**config.mk**
```make
export PLATFORM = sky130hd
export DESIGN_NAME = caesar_decrypt_stream
export DESIGN_NICKNAME = d
export VERILOG_FILES = /design/src/rtl/caesar_pkg.sv /design/src/rtl/caesar_skid_buf.sv /design/src/rtl/caesar_decrypt_stream.sv
export SDC_FILE = /design/constraint.sdc
export NUM_CORES = 1
export LEC_CHECK = 0
export CAP_MARGIN = 20
export CELL_PAD_IN_SITES_DETAIL_PLACEMENT = 1
export CELL_PAD_IN_SITES_GLOBAL_PLACEMENT = 2
export CORE_MARGIN = 1.5
export CORE_UTILIZATION = 36
export DETAILED_ROUTE_END_ITERATION = 6
export PLACE_DENSITY = 0.91
export SLEW_MARGIN = 10
export SYNTH_ARGS = -nofsm -noshare
export SYNTH_HDL_FRONTEND = slang
export SYNTH_HIERARCHICAL = 1
export SYNTH_SLANG_ARGS = --single-unit
```
**constraint.sdc**
```tcl
create_clock -name CLOCK_50 -period 4.95 [get_ports CLOCK_50]
set_clock_uncertainty 0.15 [all_clocks]
set_input_delay 0.495 -clock CLOCK_50 [delete_from_list [all_inputs] [get_ports CLOCK_50]]
set_output_delay 0.495 -clock CLOCK_50 [all_outputs]
set_load 0.03 [all_outputs]
```
**src/rtl/caesar_pkg.sv**
```systemverilog
// Shared definitions for the Caesar encrypt/decrypt datapaths: symbol/key widths,
// output-buffer state encoding and the mod-26 arithmetic helpers.
package caesar_pkg;

  localparam int ALPHA_SIZE = 26;
  localparam int SYM_W      = 6;
  localparam int KEY_W      = 5;
  localparam int CNT_W      = 8;
  localparam int BUF_W      = SYM_W + 1;  // {err, symbol}

  localparam logic [SYM_W-1:0] SYM_MAX = SYM_W'(ALPHA_SIZE - 1);

  typedef enum logic [1:0] {
    BUF_EMPTY = 2'd0,
    BUF_ONE   = 2'd1,
    BUF_FULL  = 2'd2
  } buf_state_e;

  function automatic logic sym_illegal(input logic [SYM_W-1:0] sym);
    return sym > SYM_MAX;
  endfunction

  function automatic logic [KEY_W-1:0] key_reduce(input logic [KEY_W-1:0] k);
    return (k >= KEY_W'(ALPHA_SIZE)) ? k - KEY_W'(ALPHA_SIZE) : k;
  endfunction

  // Both helpers assume a reduced key (0..25); illegal symbols pass through untouched.
  function automatic logic [SYM_W-1:0] mod26_sub(input logic [SYM_W-1:0] sym,
                                                 input logic [KEY_W-1:0] k);
    logic [SYM_W-1:0] kx;
    kx = SYM_W'(k);
    if (sym_illegal(sym)) return sym;
    if (sym >= kx) return sym - kx;
    return sym + SYM_W'(ALPHA_SIZE) - kx;
  endfunction

  function automatic logic [SYM_W-1:0] mod26_add(input logic [SYM_W-1:0] sym,
                                                 input logic [KEY_W-1:0] k);
    logic [SYM_W-1:0] sum;
    sum = sym + SYM_W'(k);
    if (sym_illegal(sym)) return sym;
    return (sum >= SYM_W'(ALPHA_SIZE)) ? sum - SYM_W'(ALPHA_SIZE) : sum;
  endfunction

endpackage

```
**src/rtl/caesar_skid_buf.sv**
```systemverilog
// Two-entry registered FIFO. Occupancy is published as `state`; the parent derives
// ready (state != FULL) and valid (state != EMPTY) from it, so both are register-driven.
module caesar_skid_buf
  import caesar_pkg::*;
(
  input  logic             clk,
  input  logic             rst_n,
  input  logic             in_valid,
  input  logic [BUF_W-1:0] in_data,
  input  logic             out_ready,
  output logic [BUF_W-1:0] out_data,
  output buf_state_e       state
);

  // Handshake: a word enters when in_valid && state != FULL, and leaves when
  // out_ready && state != EMPTY; head holds steady until it leaves.
  buf_state_e       state_next;
  logic             push, pop;
  logic             load_head, shift_head, load_tail;
  logic [BUF_W-1:0] head, tail;

  assign push = in_valid && (state != BUF_FULL);
  assign pop  = out_ready && (state != BUF_EMPTY);

  always_ff @(posedge clk or negedge rst_n) begin
    if (!rst_n) state <= BUF_EMPTY;
    else        state <= state_next;
  end

  always_comb begin
    state_next = state;
    case (state)
      BUF_EMPTY: if (push) state_next = BUF_ONE;
      BUF_ONE: begin
        if (push && !pop)      state_next = BUF_FULL;
        else if (!push && pop) state_next = BUF_EMPTY;
      end
      BUF_FULL:  if (pop) state_next = BUF_ONE;
      default:   state_next = BUF_EMPTY;
    endcase
  end

  always_comb begin
    load_head  = 1'b0;
    shift_head = 1'b0;
    load_tail  = 1'b0;
    case (state)
      BUF_EMPTY: load_head = push;
      BUF_ONE: begin
        load_head = push && pop;
        load_tail = push && !pop;
      end
      BUF_FULL:  shift_head = pop;
      default: ;
    endcase
  end

  always_ff @(posedge clk or negedge rst_n) begin
    if (!rst_n) begin
      head <= '0;
      tail <= '0;
    end else begin
      if (load_head)       head <= in_data;
      else if (shift_head) head <= tail;
      if (load_tail)       tail <= in_data;
    end
  end

  assign out_data = head;

endmodule

```
**src/rtl/caesar_decrypt_stream.sv**
```systemverilog
// Caesar receive path: subtracts the latched key mod 26 at acceptance and hands
// {err, plain} to a 2-entry buffer; also counts delivered symbols.
module caesar_decrypt_stream
  import caesar_pkg::*;
(
  input  logic             CLOCK_50,
  input  logic             rst,
  input  logic [KEY_W-1:0] key,
  input  logic             key_load,
  input  logic             in_valid,
  output logic             in_ready,
  input  logic [SYM_W-1:0] in_cipher,
  output logic             out_valid,
  input  logic             out_ready,
  output logic [SYM_W-1:0] out_plain,
  output logic             out_err,
  output logic             key_err,
  output logic [CNT_W-1:0] sym_count
);

  logic [KEY_W-1:0] key_q;
  logic [BUF_W-1:0] buf_in, buf_out;
  buf_state_e       buf_state;
  logic             out_xfer;

  // A symbol accepted alongside key_load still sees the old key_q here.
  assign buf_in = {sym_illegal(in_cipher), mod26_sub(in_cipher, key_q)};

  always_ff @(posedge CLOCK_50 or negedge rst) begin
    if (!rst) begin
      key_q   <= '0;
      key_err <= 1'b0;
    end else if (key_load) begin
      key_q   <= key_reduce(key);
      key_err <= (key >= KEY_W'(ALPHA_SIZE));
    end
  end

  caesar_skid_buf u_buf (
    .clk       (CLOCK_50),
    .rst_n     (rst),
    .in_valid  (in_valid),
    .in_data   (buf_in),
    .out_ready (out_ready),
    .out_data  (buf_out),
    .state     (buf_state)
  );

  assign in_ready  = (buf_state != BUF_FULL);
  assign out_valid = (buf_state != BUF_EMPTY);
  assign out_err   = buf_out[SYM_W];
  assign out_plain = buf_out[SYM_W-1:0];
  assign out_xfer  = out_valid && out_ready;

  // key_load wins over a simultaneous delivery so the count restarts at 0.
  always_ff @(posedge CLOCK_50 or negedge rst) begin
    if (!rst)          sym_count <= '0;
    else if (key_load) sym_count <= '0;
    else if (out_xfer) sym_count <= sym_count + 1'b1;
  end

endmodule

```
Word-level counts from Yosys, hierarchy flattened
Cells that the tools add are included.
{"block": "totals", "word_cells": 52, "output_inout_bits": 18, "ff_bits": 30}
{"block": "op_classes", "add_sub_neg": 5, "magnitude_cmp": 3, "n_reduce_logical": 12, "eq_ne": 6, "n_mux": 20}
{"cell": "2-to-1 mux 6 bit", "n": 4}
{"cell": "2-to-1 mux 8 bit", "n": 2}
{"cell": "2-to-1 mux 7 bit", "n": 2}
{"cell": "subtractor 6 x 5 -> 6 bit", "n": 2}
{"cell": "adder 8 x 1 -> 8 bit (second input constant)", "n": 1}
{"cell": "2-to-1 mux 2 bit", "n": 4}
{"cell": "adder 6 x 5 -> 6 bit (second input constant)", "n": 1}
{"cell": "greater-or-equal comparator 6 x 5 -> 1 bit", "n": 1}
{"cell": "greater-than comparator 6 x 5 -> 1 bit (second input constant)", "n": 1}
{"cell": "case mux 2 bit (3 select lines)", "n": 1}
{"cell": "nonzero test 2 bit", "n": 3}
{"cell": "greater-or-equal comparator 5 bit (second input constant)", "n": 1}
{"cell": "logical AND 1 bit", "n": 5}
{"cell": "2-to-1 mux 1 bit", "n": 5}
{"cell": "2-to-1 mux 5 bit", "n": 1}
{"cell": "subtractor 5 bit (second input constant)", "n": 1}
{"cell": "inequality test 2 x 1 -> 1 bit (second input constant)", "n": 2}
{"cell": "inequality test 3 x 1 -> 1 bit (second input constant)", "n": 1}
{"cell": "AND reduction 3 bit", "n": 1}
{"cell": "== test 2 x 1 -> 1 bit (second input constant)", "n": 1}
{"cell": "== test 2 bit (second input constant)", "n": 1}
{"cell": "logical NOT 1 bit", "n": 2}
{"cell": "logical NOT 2 bit", "n": 1}
{"cell": "inequality test 2 bit (second input constant)", "n": 1}
{"cell": "case mux 1 bit (2 select lines)", "n": 1}

Longest topological paths before layout
{"block": "logic_depth", "depth_word": 7, "mapped_depth": 13, "depth_no_buf": 13}

Modules after synthesis
Netlist, hierarchy kept.
{"mod": "caesar_decrypt_stream", "area_per_inst_um2": 1247.4, "seq_area_each_um2": 350.3, "cells_per_inst": 146, "instances": 1}
{"mod": "caesar_skid_buf", "area_per_inst_um2": 829.5, "seq_area_each_um2": 400.4, "cells_per_inst": 62, "instances": 1}

Worst setup path after synthesis
OpenSTA, ideal clock, no wires.
{"block": "synth_path", "path_type": "input-to-reg", "start": "in in_cipher[1]", "end": "reg u_buf.head[5] (netlist: u_buf/out_data[5])", "n_path_buf": 0, "arrival_ps": 2364, "required_ps": 4721, "path_slack_ps": 2356, "setup_ps": 79, "path_stages": 13, "path_cell_list": "inv_1 -> ha_1 -> inv_1 -> ha_1 -> inv_1 -> fa_1 -> nand2b_1 -> a21oi_1 -> xor2_1 -> a21oi_1 -> o31ai_2 -> mux2i_1 -> mux2i_1"}
{"block": "synth_between", "elab_chain_len": 6, "elab_cells_between_ends": 12, "classes_between": "add/sub: 3; order compare: 2; mux: 7"}
{"item": "from (decl)", "line": "caesar_decrypt_stream.sv:12", "source": "input logic [SYM_W-1:0] in_cipher,"}
{"item": "branches (longest 4 deep; another with adder 6 x 5 -> 6 bit)"}
{"item": "2-to-1 mux 6 bit *", "line": "caesar_pkg.sv:33", "source": "if (sym >= kx) return sym - kx;"}
{"item": "net buf_in[5]", "line": "caesar_decrypt_stream.sv:22", "source": "logic [BUF_W-1:0] buf_in, buf_out;"}
{"item": "2-to-1 mux 7 bit *", "line": "caesar_skid_buf.sv:63", "source": "if (load_head) head <= in_data;"}
{"item": "to (signal assigned)", "line": "caesar_skid_buf.sv:63"}
{"item": "to (signal assigned)", "line": "caesar_skid_buf.sv:64", "source": "else if (shift_head) head <= tail;"}
{"item": "to (decl)", "line": "caesar_skid_buf.sv:20", "source": "logic [BUF_W-1:0] head, tail;"}
Mark *: on every way through the listed nets, which the timed path passes. The select of a mux whose other input is x is not followed.
A chain may end at the register's enable or synchronous reset.

Final worst setup path
Ends and elaborated chain as after synthesis.

==> results.ini <==
[place]
dp_hpwl_um = 3500
dpl_worst_slack_ps = 1510
dpl_cell_area_sq_um = 2470
gp_congestion = 0.921
numPortBuffers = 33

[cts]
cts_sinks = 30
cts_max_path_buffers = 2
post_cts_buffers = 0
clk_pin_slew_ps = 60
cts_resized = 0
holdBufCountCts = 0
insertion_delay_ps = 280
cts_root_buffer = clkbuf_8
cts_tree = built
h-tree-depth = 2
numCtsBuffers = 5

[layout]
area_growth_pct = 24.2
diodes = 0
final_cell_area_sq_um = 2580
fillCellCount = 638
drive_gt1_share_pct = 9.43
nets = 279
final_common_cell = clkdlybuf4s50_1
final_cell_mix = 33 x clkdlybuf4s50_1, 30 x dfrtp_1, 24 x inv_1

[timing]
tightest_slew_ps = 680
post-route-min-period_ps = 3130
fin_crit_sh_pct = 63.2
setup_viol = 0
slew_headroom_pct = 54.7
finalSetupTns_ps = 0
rsz0062_at_grt = false
fmax_mhz = 320
final_max_slew_viol_count = 0
finalHoldViolations = 0
worst_slack_ps = 1820

[floorplan]
coreArea_sq_um = 5540
start_util_pct = 37.5
die_h_um = 79.0
ioPinCount = 34
num_rows = 27
fp.dieW_um = 79.0
die_area_sq_um = 6230

[yosys]
async_flop_share_pct = 100
synth_seq_area_share_pct = 36.1
synth_edf_count = 0
synth_area_per_cell_sq_um = 9.99
yosysWarnings = 6
yosys_register_bits = 30
synth_top_area_share_pct = 36.1
syn-num-nets = 244
ys_types = 39
synthTopCellsByArea = dfrtp_1 36%, mux2i_1 11%, ha_1 10%
syn-cell-area_sq_um = 2080
synth_top_area_cell = dfrtp_1
synthFlopType = dfrtp_1
synth_cells = 208

[critical_path]
regToRegEndpoint = u_buf/tail[3]
reg2reg_from = key_q[2]
critical_path_class = input port to register
worstSetupStartpointType = input port
r2r_cells = 10
reg2reg_slack_ps = 2190
cp-end-kind = register
crit_arrival_ps = 3180
critPathRequiredTime_ps = 5000
cp_max_fo = 5

[hold_path]
holdCritStartpoint = u_buf/tail[1]
min_delay_path_depth = 1
hold_path.class = register to register
holdPathEnd = u_buf/tail[1]

[power]
p_leak_uw = 0.00119
power.total_uw = 1170
p_sw_uw = 444
swShare_pct = 37.8
intPower_uw = 731
power_density_nw_per_um2 = 455
peakVddDrop_uv = 197
power_frac_comb_pct = 45.0
share_seq_of_total_power_pct = 34.3
clkPwrFrac_pct = 20.8

[route]
drc = 0
routed_wl_um = 4500
vias_per_cell = 5.00
ant_nets = 0
wire_per_inst_um = 14.2
num_vias = 1579
drt_iter0_drc = 37
drtPass1Iterations = 4

[global_routing]
grt_overflow_total = 0
grt_max_degree = 31
grt_use_met1_pct = 19.9
grt_use_total_pct = 16.2
antenna_found_initial = 0
met2_usage_pct = 28.2
first_global_vias = 1720
grt_first_pass_wirelength_um = 7880
grt_util_met3_pct = 2.99
busiest_layer = met2

[flow_run]
timing.max_cap.violations = 0

[outcome]
outcome = completed

==> critical path: stages <==
cell	delay [ps]
clkdlybuf4s50_1	590
inv_1	80
ha_1	330
inv_1	70
ha_1	150
inv_1	50
fa_1	380
nand2b_1	160
a21oi_1	150
xor2_1	160
a21oi_1	100
o31ai_2	200
mux2i_1	100
mux2i_1	140
==> metrics by stage <==
step | cells | util [%] | hold slack [ps]
after detailed placement | 308 | 44.6 | 346
after CTS | 316 | 46.6 | 361
after floorplan | 208 | - | 49.4
after global placement | 308 | 44.6 | 336
after global routing | 316 | 46.6 | 381
final | 316 | 46.6 | 357
==> cell families after synthesis <==
kind of cell               after synthesis  synth area share, %
AOI/OAI and AO/OA                       31                 10.2
xor gates and xnor gates                13                 5.48
adders and majority gates               20                 13.1
buffers and inverters                   30                 5.96
DFF                                     30                 36.1
muxes                                   34                 17.6
and+or+nand+nor                         50                 11.5
==> synthesized netlist by cell type, types with 3 or more instances <==
library cell and count:
a21oi_1 10, o211ai_1 3, fa_1 3, mux2_2 9, nand2_1 10, xor2_1 7
xnor2_1 6, mux2i_1 23, o21ai_0 5, nor2b_1 3, inv_1 24, nand2b_1 5
nor2_1 18, buf_2 3, nand3_1 7, ha_1 17, dfrtp_1 30
==> power by group through the flow <==
stage               logic, uW  clock network (uW)  registers, uW
floorplan                 331                   0            439
global placement          518                   0            402
detailed placement        532                   0            407
CTS                       534                 252            404
global route              579                 263            415
finish                    528                 244            402
==> area by class of cell <==
type,instances,area [sq um],share of cell area [%]
well taps,72,90.1,3.49
repair buffers,34,338,13.1
inverters,24,90.1,3.49
multi-input cells,148,1200,46.6
clock inverters,3,40.0,1.55
flip-flops and latches,30,751,29.1
clock buffers,5,68.8,2.67
==> flip-flops by register name (all words and copies together), names as in the netlist <==
signal,count
sym_count,8
key_err,1
key_q,5
u_buf/state,2
u_buf/tail,7
u_buf/out_data,7
==> routing by layer <==
layer	routed length [um]	vias up
met1	2100	769
met4	88	0
met5	0	-
met2	2170	33
met3	143	8
li1	-	769
==> worst max path at each step <==
stage                             from           endpoint  slack [ps]  cells past startpoint
after floorplan           in_cipher[1]  u_buf/out_data[5]        2360                     13
after global placement    in_cipher[1]  u_buf/out_data[5]        1590                     14
after detailed placement  in_cipher[1]  u_buf/out_data[5]        1510                     14
after CTS                 in_cipher[1]  u_buf/out_data[5]        1810                     14
after global routing      in_cipher[1]  u_buf/out_data[5]        1600                     14
final                     in_cipher[1]  u_buf/out_data[5]        1820                     14
Note: power is estimated with default switching activity, not from simulation.
